$ cat src/rtl/event_encoder8to3_if.sv
// Bus bundle for the event encoder: capture inputs, the index handshake
// and the debug/status outputs. master = encoder side, slave = its user.
interface event_encoder8to3_if;
  logic       en;
  logic [7:0] D;
  logic [2:0] a;
  logic       valid;
  logic       ready;
  logic [7:0] pend;
  logic       ovf;

  modport master (
    input  en, D, ready,
    output a, valid, pend, ovf
  );

  modport slave (
    output en, D, ready,
    input  a, valid, pend, ovf
  );
endinterface

$ cat src/rtl/event_encoder8to3.sv
// Sequential 8-to-3 event encoder. Event pulses on eight lines are latched
// into a pending register and handed out one index per handshake, highest
// index first. Inverse of the 3-to-8 select decoder on the receive side.

// One pending bit: new event (set) wins over an accept (clr) on the same
// cycle; merge flags an event landing on a bit that is still pending.
module event_encoder8to3_pend_cell (
  input  logic clk,
  input  logic rst,
  input  logic set_i,
  input  logic clr_i,
  output logic q_o,
  output logic merge_o
);
  logic q_q, q_d;

  // next pending value and merge detect
  always_comb begin
    q_d     = (q_q & ~clr_i) | set_i;
    merge_o = set_i & q_q & ~clr_i;
  end

  // pending bit register
  always_ff @(posedge clk) begin
    if (rst) q_q <= 1'b0;
    else     q_q <= q_d;
  end

  assign q_o = q_q;
endmodule

module event_encoder8to3 (
  input logic                  clk,
  input logic                  rst,
  event_encoder8to3_if.master  bus
);
  typedef enum logic {IDLE = 1'b0, PRESENT = 1'b1} state_t;

  state_t     state_q, state_d;
  logic [2:0] a_q, a_d;
  logic       ovf_q, ovf_d;
  logic [7:0] pend_q;
  logic [7:0] merge;
  logic [7:0] set;
  logic [7:0] clr;
  logic [7:0] sel_src;
  logic       hs;

  // Highest set bit; 0 when empty (callers only use it when non-empty).
  function automatic logic [2:0] hi_idx(input logic [7:0] v);
    hi_idx = 3'd0;
    for (int i = 0; i < 8; i++)
      if (v[i]) hi_idx = 3'(i);
  endfunction

  // capture/accept masks; accept uses only registered a/valid
  always_comb begin
    hs      = (state_q == PRESENT) && bus.ready;
    set     = bus.D & {8{bus.en}};
    clr     = hs ? 8'(8'h01 << a_q) : 8'h00;
    // events arriving this cycle are not eligible for selection yet
    sel_src = pend_q & ~clr;
  end

  event_encoder8to3_pend_cell u_cell [7:0] (
    .clk     (clk),
    .rst     (rst),
    .set_i   (set),
    .clr_i   (clr),
    .q_o     (pend_q),
    .merge_o (merge)
  );

  // sticky overflow
  always_comb begin
    ovf_d = ovf_q | (|merge);
  end

  // next state / index: present highest pending, no preemption while held
  always_comb begin
    state_d = state_q;
    a_d     = a_q;
    case (state_q)
      IDLE: begin
        if (pend_q != 8'h00) begin
          a_d     = hi_idx(pend_q);
          state_d = PRESENT;
        end
      end
      PRESENT: begin
        if (bus.ready) begin
          if (sel_src != 8'h00) a_d     = hi_idx(sel_src);
          else                  state_d = IDLE;
        end
      end
      default: state_d = IDLE;
    endcase
  end

  // state, index and overflow registers
  always_ff @(posedge clk) begin
    if (rst) begin
      state_q <= IDLE;
      a_q     <= 3'd0;
      ovf_q   <= 1'b0;
    end else begin
      state_q <= state_d;
      a_q     <= a_d;
      ovf_q   <= ovf_d;
    end
  end

  assign bus.a     = a_q;
  assign bus.valid = (state_q == PRESENT);
  assign bus.pend  = pend_q;
  assign bus.ovf   = ovf_q;
endmodule
$ cat src/flat_wrapper.sv
// flat-port wrapper written by rule: the top's interface ports become plain ports
module event_encoder8to3_flat 
  (clk, rst, bus_en, bus_D, bus_ready, bus_a, bus_valid, bus_pend, bus_ovf);
  event_encoder8to3_if bus_i ();
  input logic clk;
  input logic rst;
  input wire logic [$bits(bus_i.en)-1:0] bus_en;
  input wire logic [$bits(bus_i.D)-1:0] bus_D;
  input wire logic [$bits(bus_i.ready)-1:0] bus_ready;
  output wire logic [$bits(bus_i.a)-1:0] bus_a;
  output wire logic [$bits(bus_i.valid)-1:0] bus_valid;
  output wire logic [$bits(bus_i.pend)-1:0] bus_pend;
  output wire logic [$bits(bus_i.ovf)-1:0] bus_ovf;
  assign bus_i.en = bus_en;
  assign bus_i.D = bus_D;
  assign bus_i.ready = bus_ready;
  assign bus_a = bus_i.a;
  assign bus_valid = bus_i.valid;
  assign bus_pend = bus_i.pend;
  assign bus_ovf = bus_i.ovf;
  event_encoder8to3 u_core (.clk(clk), .rst(rst), .bus(bus_i));
endmodule
$ cat config.mk
export PLATFORM = sky130hd
export DESIGN_NAME = event_encoder8to3_flat
export DESIGN_NICKNAME = d
export VERILOG_FILES = /design/src/rtl/event_encoder8to3_if.sv /design/src/rtl/event_encoder8to3.sv /design/src/flat_wrapper.sv
export SDC_FILE = /design/constraint.sdc
export NUM_CORES = 1
export LEC_CHECK = 0
export ABC_AREA = 0
export CAP_MARGIN = 20
export CORE_MARGIN = 1
export CORE_UTILIZATION = 51
export DETAILED_ROUTE_END_ITERATION = 16
export PLACE_DENSITY = 0.85
export SYNTH_ARGS = -nofsm -noshare
export SYNTH_HDL_FRONTEND = slang
export SYNTH_HIERARCHICAL = 1
export SYNTH_SLANG_ARGS = --single-unit
$ cat constraint.sdc
create_clock -name clk -period 3.39 [get_ports clk]
set_input_delay 0.678 -clock clk [delete_from_list [all_inputs] [get_ports clk]]
set_output_delay 0.678 -clock clk [all_outputs]
set_load 0.03 [all_outputs]
==> After elaboration in Yosys (flattened, before gate mapping) <==
Index checks and enable logic that the tools add are counted.
{ "classes": {"eq_ne": 3, "magnitude_cmp": 0, "n_div": 0, "addsub": 0, "mul": 0, "shifts": 1, "n_bitwise": 45, "mux": 23, "n_reduce_logical": 5} }
{ "op_table": {"columns": ["op", "count"], "rows": [
  ["two-way mux 3 bit", 11],
  ["bitwise AND 1 bit", 24],
  ["bitwise AND 8 bit", 2],
  ["nonzero test 8 bit", 2],
  ["inverter 1 bit", 9],
  ["bitwise OR 1 bit", 9],
  ["two-way mux 2 bit", 4],
  ["two-way mux 8 bit", 1],
  ["inverter 8 bit", 1],
  ["OR reduction 8 bit", 1],
  ["left shift 1 x 3 -> 8 bit (first input constant)", 1],
  ["case mux 3 bit (2 select lines)", 1],
  ["two-way mux 1 bit", 5],
  ["!= test 2 bit (second input constant)", 2],
  ["AND reduction 3 bit", 1],
  ["!= test 2 x 1 -> 1 bit (second input constant)", 1],
  ["case mux 1 bit (2 select lines)", 1],
  ["logical AND 1 bit", 1]
]} }
{ "word_totals": {"n_memories": 0, "latchBits": 0, "regBits": 13, "ram_bits": 0, "in_bits": 12, "rom_bits": 0, "output_inout_bits": 13} }

==> Logic depth before layout (Yosys ltp) <==
Gate-level depths: netlist of run 1.
{ "depth": {"ltp_word": 14, "depth_mapped": 7, "ltp_nobuf": 7} }

==> Modules after synthesis <==
Netlist of run 1, hierarchy kept.
{ "by_module_without_submodules": {"columns": ["module", "cells_each", "instances", "seq_area_each_um2", "area_each_um2"], "rows": [
  ["event_encoder8to3", 77, 1, 100.1, 545.5],
  ["event_encoder8to3_pend_cell", 5, 8, 20.0, 50.0]
]} }

==> Worst setup path after synthesis of run 1 <==
OpenSTA, ideal clock, no wires.
{ "synth_path": {"path_type": "input -> register", "from": "input bus_ready", "to": "register u_core.a_q[1], in the netlist u_core/bus.a[1]", "setup_ps": 114, "cell_stages": 6, "path_slack_ps": 1426, "n_path_buf": 0, "arrival_time_ps": 1849, "path_cell_list": "or4b_1 > a21boi_1 > nand4_1 > a32oi_2 > mux2i_1 > nor2_1"} }
{ "synth_via": {"elab_chain_len": 13, "elab_cells_between_ends": 17, "cone_classes": "2 x eq/ne; 10 x mux; 2 x bitwise; 3 x reduce/logical"} }
{ "synth_rtl": {"columns": ["element", "line", "text"], "rows": [
  ["from (decl)", "flat_wrapper.sv:9", "input wire logic [$bits(bus_i.ready)-1:0] bus_ready;"],
  ["logical AND 1 bit", "event_encoder8to3.sv:58", "hs = (state_q == PRESENT) && bus.ready;"],
  ["two-way mux 8 bit", "event_encoder8to3.sv:60", "clr = hs ? 8'(8'h01 << a_q) : 8'h00;"],
  ["inverter 8 bit", "event_encoder8to3.sv:62", "sel_src = pend_q & ~clr;"],
  ["bitwise AND 8 bit", "event_encoder8to3.sv:62", null],
  ["two-way mux 2 bit (2 in series)", "event_encoder8to3.sv:53", "if (v[i]) hi_idx = 3'(i);"],
  ["two-way mux 3 bit (4 in series)", "event_encoder8to3.sv:53", null],
  ["two-way mux 3 bit", "event_encoder8to3.sv:92", "if (sel_src != 8'h00) a_d = hi_idx(sel_src);"],
  ["two-way mux 3 bit", "event_encoder8to3.sv:91", "if (bus.ready) begin"],
  ["case mux 3 bit (2 select lines)", "event_encoder8to3.sv:83", "case (state_q)"],
  ["to (signal assigned)", "event_encoder8to3.sv:104", "a_q <= 3'd0;"],
  ["to (signal assigned)", "event_encoder8to3.sv:108", "a_q <= a_d;"],
  ["to (decl)", "event_encoder8to3.sv:40", "logic [2:0] a_q, a_d;"]
]} }
Several ways; a longest one is shown, not always the timed one. The select of a mux whose other input is x is not followed.
A chain may end at the register's enable or synchronous reset.

==> Worst setup path after layout of run 1 <==
Ends and elaborated chain as after synthesis.

==> impl_metrics.json, run 1 <==
{
  "grt_antenna_before_repair": 0,
  "finalHoldViolations": 0,
  "holdBufCountCts": 0,
  "hp-class": "flop to flop",
  "root_buffer": "clkbuf_4",
  "synth_top_family_by_area": "simple AND/OR/NAND/NOR gates",
  "finalCritPeriodShare": 0.7082,
  "clock.fmax_ghz": 0.4165,
  "fin_nets": 156,
  "syn_avg_cell_area_um2": 8.085,
  "wl_per_cell_um": 12.32,
  "hold_slack_ns": 0.5284,
  "rsz0062_at_grt": "no",
  "critPathBufInv": 1,
  "tightestPinTransition_ns": 0.6947,
  "grt_pass1_wl_um": 3553,
  "synthFlopType": "dfxtp_1",
  "cts_tree": "done",
  "critical_path_class": "input port to flop",
  "row_count": 15,
  "synthTopCellsByArea": "dfxtp_1 28%, nand2b_4 12%, nor2_1 7.9%",
  "drt-initial-drc-count": 21,
  "grt_overflow_total": 0,
  "numCtsBuffers": 3,
  "yosysTopAreaCell": "dfxtp_1",
  "slew_headroom": 0.5354,
  "start_kind": "input port",
  "gp_congestion": 0.8480,
  "first_global_vias": 853,
  "clk_pin_slew_ns": 0.08,
  "dp_hpwl_um": 1596,
  "drive_above_1_share": 0.1678,
  "clock_latency_ns": 0.28,
  "yosysTopAreaCellShare": 0.2751,
  "boundaryPins": 25,
  "portBuffers": 24,
  "area_delta_synth_final_pct": 29.10,
  "crit_arrival_ns": 2.55,
  "syn_nets": 129,
  "status": "finished, final reports clean",
  "ys_types": 34,
  "postRouteWirelength_um": 2069,
  "dr.pass1.iters": 4,
  "die_h_um": 45.07,
  "synth_edf_count": 0,
  "fin_skew_ns": 0.002316,
  "coreArea_um2": 1727,
  "setup_viol": 0,
  "synth_xor_area_frac": 0,
  "antennaDiodeCount": 0,
  "grt_max_degree": 15,
  "power_density_nw_per_um2": 389.0,
  "initial_core_util": 0.5478,
  "maxCapViolations": 0,
  "cts_resized": 0,
  "yosysSeqAreaShare": 0.2751,
  "cpPeakStageDelay_ns": 0.55,
  "antenna_left": 0,
  "vias": 900,
  "cts_buffer_depth": 2,
  "cts.sinks": 13,
  "ys_async_sr_fraction": 0,
  "cts_setup_buffers": 0,
  "p_leak_nw": 0.4214,
  "yosysMostFrequentCell": "nor2_1",
  "cp_slowest_cell": "clkdlybuf4s50_1",
  "ir_worst_vdd_v": 0.0002758,
  "setup_tns_ns": 0,
  "track_usage": 0.2444,
  "synthSimpleGateAreaFrac": 0.3995,
  "crit_chain": "clkdlybuf4s50_1, or4b_1, a21boi_1, nand4_1, a32oi_2, mux2i_1, nor2_1",
  "synthMuxAreaShare": 0.01058,
  "synth-compound-area-share": 0.2513,
  "crit_family": "simple AND/OR/NAND/NOR gates",
  "required_ns": 3.53,
  "maxSlewViolCount": 0,
  "synth_fa_ha_area_frac": 0,
  "crit_fanout": 5,
  "p_total_uw": 475.1,
  "syn_inst": 117,
  "syn_area_um2": 945.9,
  "period_minus_slack_ns": 2.401,
  "synth_seq_cells": 13,
  "worstSetupEndpointType": "flop",
  "synth_common_cells": "20 x nor2_1, 13 x dfxtp_1, 10 x inv_1",
  "viasPerCell": 5.357,
  "yosys_warnings": 6,
  "die_area_um2": 2031,
  "cts_max_level": 1,
  "drcViolationCount": 0,
  "die_x_um": 45.07
}
[flip-flops by register name, indices dropped and copies added (netlist names)]
name               cells
u_core/u_cell/q_o      8
u_core/bus.ovf         1
u_core/bus.valid       1
u_core/bus.a           3
[report_power, final]
group | internal, mW | switching (mW) | leakage (nW)
combinational | 0.0839 | 0.0941 | 0.298
clock | 0.0456 | 0.0519 | 0.0150
sequential | 0.169 | 0.0309 | 0.108
[logic make-up (layout without fill, tap and decap cells)]
kind of cell / count (synthesis) / after routing
AND/OR/NAND/NOR: 60 / 60
AO/OA/AOI/OAI: 31 / 31
flip-flops: 13 / 13
buffers and inverters: 12 / 38
multiplexers: 1 / 1
[worst reg2reg max path: stages (launching register included)]
cell	delay, ns
dfxtp_1	0.50
or2b_1	0.33
o21ai_0	0.23
nand4_1	0.21
a32oi_2	0.32
mux2i_1	0.21
nor2_1	0.05
[per-stage QoR]
step | instance area, um2 | utilization | std cells | setup WS, ns
after floorplan | 945.9 | - | 117 | 1.426
after global placement | 1195 | 0.6920 | 164 | 0.7834
after detailed placement | 1195 | 0.6920 | 164 | 0.7235
after CTS | 1221 | 0.7072 | 168 | 1.010
after global routing | 1221 | 0.7072 | 168 | 0.8814
final | 1221 | 0.7072 | 168 | 0.9891
[metal layers]
metal / share of wire / global-route usage / wire (um)
met3: 0.045 / 0.05200 / 94
met5: 0 / 0 / 0
met2: 0.49 / 0.4058 / 1014
met1: 0.43 / 0.2843 / 899
met4: 0.029 / 0.1515 / 60
[area by class of cell]
class / instances / area [um2]
clock buffer: 4 / 26.28
fill: 151 / 505.5
inverter: 10 / 37.54
multi-input combinational: 92 / 625.6
sequential: 13 / 260.3
tap: 25 / 31.28
timing repair buffer: 24 / 240.2
[cells in the final DEF (no fill, tap or decap)]
master	count
or2b_1	1
o21ai_1	2
nand2_1	5
o21ai_2	2
nand2b_1	3
or3_1	1
nand4_1	3
nand3_2	1
inv_1	10
clkbuf_1	1
dfxtp_1	13
nor3_1	4
a21boi_0	1
nand2b_4	8
clkbuf_4	3
nand3b_1	2
a22oi_1	1
a31oi_1	1
a31o_2	1
clkdlybuf4s50_1	24
a32oi_1	1
o31ai_1	1
a21boi_1	1
a32oi_2	1
or4b_1	1
o21bai_1	1
nand3_1	1
a221o_1	2
mux2i_1	1
nor4_1	1
o21a_1	1
nor2_1	20
o21ai_0	4
and2_1	9
a21oi_1	3
a21oi_2	8
[final timing paths]
check / from / end / slack [ns] / cells after the start
max: bus_ready / u_core/bus.a[1]$_SDFFE_PP0P_ / 0.99 / 7
min: u_core/u_cell[0]/q_o$_SDFF_PP0_ / u_core/u_cell[0]/q_o$_SDFF_PP0_ / 0.53 / 2
max reg2reg: u_core/bus.a[0]$_SDFFE_PP0P_ / u_core/bus.a[1]$_SDFFE_PP0P_ / 1.42 / 6
min reg2reg: u_core/u_cell[0]/q_o$_SDFF_PP0_ / u_core/u_cell[0]/q_o$_SDFF_PP0_ / 0.53 / 2
No activity file was read; power rests on OpenSTA's default activity.
==> inputs of run 2 (changes only) <==
CORE_UTILIZATION = 43   (was 51)
PLACE_DENSITY = 0.77   (was 0.85)
clock period = 1.9 ns   (was 3.39 ns; I/O delays follow)
==> run 2 against run 1 <==
Final area increased by 13%. First-iteration DRC count decreased by 14%. Critical path depth decreased by 1. Sequential power increased by 80%. Clock skew increased by 0.0016 ns. Worst hold slack improved by 0.029 ns. Sequential cell count unchanged. Die area increased by 18%. Total power increased by 90%. Core utilization decreased by 2.3 points. Wire length increased by 14%. Final cell count increased by 12%. Critical path type is now flop to flop. Largest cell class unchanged. Largest power group is now combinational cells. Highest routed layer unchanged.
==> impl_metrics.json, run 2 (synthesized netlist as in run 1, its figures left out) <==
{
  "numCtsBuffers": 3,
  "setup_viol": 0,
  "cts_max_level": 1,
  "fin_ws_ns": 0.02436,
  "power.switching_uw": 332.3,
  "hold_depth": 2,
  "grt_overflow_total": 0,
  "first_global_vias": 964,
  "switching_share": 0.3673,
  "coreArea_um2": 2022,
  "fill_cells": 171,
  "root_buffer": "clkbuf_4",
  "crit_arrival_ns": 2.03,
  "maxCapViolations": 0,
  "required_ns": 2.06,
  "hold_slack_ns": 0.5578,
  "start_kind": "flop",
  "boundaryPins": 25,
  "fin_skew_ns": 0.003871,
  "status": "finished, final reports clean",
  "p_leak_nw": 0.5695,
  "worstSetupEndpointType": "flop",
  "cpPeakStageDelay_ns": 0.54,
  "drcViolationCount": 0,
  "clk_pin_slew_ns": 0.09,
  "finalCritPeriodShare": 0.9872,
  "cts_buffer_depth": 2,
  "dp_hpwl_um": 1821,
  "slew_headroom": 0.7876,
  "dr.pass1.iters": 4,
  "initial_core_util": 0.4678,
  "critical_path_class": "flop to flop",
  "tightestPinTransition_ns": 0.3181,
  "largest_reg_flops": 8,
  "drive_above_1_share": 0.2919,
  "row_count": 16,
  "top_usage_layer": "met2",
  "die_x_um": 48.90,
  "grt_use_met2": 0.3773,
  "portBuffers": 24,
  "crit_chain": "or4b_4, a21boi_2, nand4_1, a32oi_2, mux2i_1, nor2_1",
  "gp_congestion": 0.8602,
  "drt-initial-drc-count": 18,
  "ir_worst_vdd_v": 0.0003612,
  "antennaDiodeCount": 0,
  "viasPerCell": 5.261,
  "grt_max_degree": 11,
  "rrSetupSlack_ns": 0.02,
  "clock.fmax_ghz": 0.5332,
  "combinationalPowerShare": 0.408,
  "grt_use_met1": 0.2781,
  "final_common_cell": "nor2_1",
  "r2r-end": "u_core/bus.a[1]$_SDFFE_PP0P_",
  "wl_per_cell_um": 12.60,
  "crit_fanout": 8,
  "layout.cells.most_common_list": "20 x nor2_1, 18 x clkdlybuf4s50_1, 18 x buf_4",
  "fin_nets": 174,
  "track_usage": 0.2133,
  "maxSlewViolCount": 0,
  "cts.sinks": 13,
  "antenna_left": 0,
  "grt_pass1_wl_um": 4112,
  "grt_antenna_before_repair": 0,
  "seq_power_share": 0.398,
  "dp_slack_ns": -0.4918,
  "vias": 989,
  "die_h_um": 48.90,
  "p_clk_frac": 0.194,
  "intPower_uw": 572.4,
  "clock_latency_ns": 0.27,
  "hp-start": "u_core/bus.a[2]$_SDFFE_PP0P_",
  "cp_slowest_cell": "or4b_4",
  "period_minus_slack_ns": 1.876,
  "cts_setup_buffers": 0,
  "postRouteWirelength_um": 2369,
  "use_met3": 0.02181,
  "setup_tns_ns": 0,
  "holdPathEnd": "u_core/bus.a[2]$_SDFFE_PP0P_",
  "power_density_nw_per_um2": 654.3,
  "area_delta_synth_final_pct": 46.16,
  "r2r_start": "u_core/bus.a[0]$_SDFFE_PP0P_",
  "worst-r2r-cell-count": 6,
  "cts_tree": "done",
  "hp-class": "flop to flop",
  "holdBufCountCts": 0,
  "finalHoldViolations": 0,
  "die_area_um2": 2391,
  "rsz0062_at_grt": "yes"
}
==> run 2: cell types whose count changed in the layout (fill, tap and decap cells not counted), sizes merged <==
cell,previous run,this run
buf,0,18
clkdlybuf4s50,24,18
dlygate4sd2,0,2
dlymetal6s2s,0,4
==> run 2: cell type report <==
type,instances,area (um2),area share
repair buffers,42,382.9,0.2769
clock buffers,4,26.28,0.01900
inverters,10,37.54,0.02715
well taps,27,33.78,0.02443
flip-flops and latches,13,269.0,0.1946
multi-input cells,92,633.1,0.4579
==> run 2: worst max-delay path by stage <==
stage / start / to / slack (ns) / depth (start not counted)
2_1_floorplan: u_core/bus.a[0]$_SDFFE_PP0P_ / u_core/bus.a[1]$_SDFFE_PP0P_ / 0.006 / 7
3_3_place_gp: bus_ready / u_core/bus.a[1]$_SDFFE_PP0P_ / -0.38 / 7
3_5_place_dp: bus_ready / u_core/bus.a[1]$_SDFFE_PP0P_ / -0.49 / 7
4_1_cts: u_core/bus.a[1]$_SDFFE_PP0P_ / u_core/bus.a[1]$_SDFFE_PP0P_ / 0.005 / 6
5_1_grt: u_core/bus.a[0]$_SDFFE_PP0P_ / u_core/bus.a[1]$_SDFFE_PP0P_ / -0.11 / 6
6_report: u_core/bus.a[0]$_SDFFE_PP0P_ / u_core/bus.a[1]$_SDFFE_PP0P_ / 0.02 / 6
==> run 2: power by group through the flow <==
stage	clock (mW)	combinational (mW)	sequential, mW
global placement	0	0.359	0.359
detailed placement	0	0.366	0.362
floorplan	0	0.178	0.399
global route	0.196	0.397	0.368
CTS	0.180	0.365	0.357
finish	0.175	0.369	0.360
==> run 2: metal layers <==
| metal | part of all wire | wire length [um] |
|---|---|---|
| met5 | 0 | 0 |
| met4 | 0.0025 | 6 |
| met3 | 0.050 | 118 |
| met2 | 0.49 | 1167 |
| met1 | 0.45 | 1075 |
==> run 2: worst max-delay path: cells and delay by family, from the launching register on <==
family / cells / cell delay, ns
AND/OR/NAND/NOR: 3 / 0.75
AO/OA/AOI/OAI: 2 / 0.42
multiplexers: 1 / 0.21
flip-flops: 1 / 0.38
==> run 2: stage by stage <==
step	utilization	std cells	total power, mW	area (um2)
floorplan	-	117	0.5771	948.4
global placement	0.6603	184	0.7178	1335
detailed placement	0.6603	184	0.7278	1335
CTS	0.6733	188	0.9014	1361
global route	0.6838	188	0.9615	1383
finish	0.6838	188	0.9047	1383
==> run 2: what timing repair did <==
action / CTS / global route
pin swaps: 3 / 1
resized for setup: 3 / 8
endpoints found under the setup margin: 4 / 6
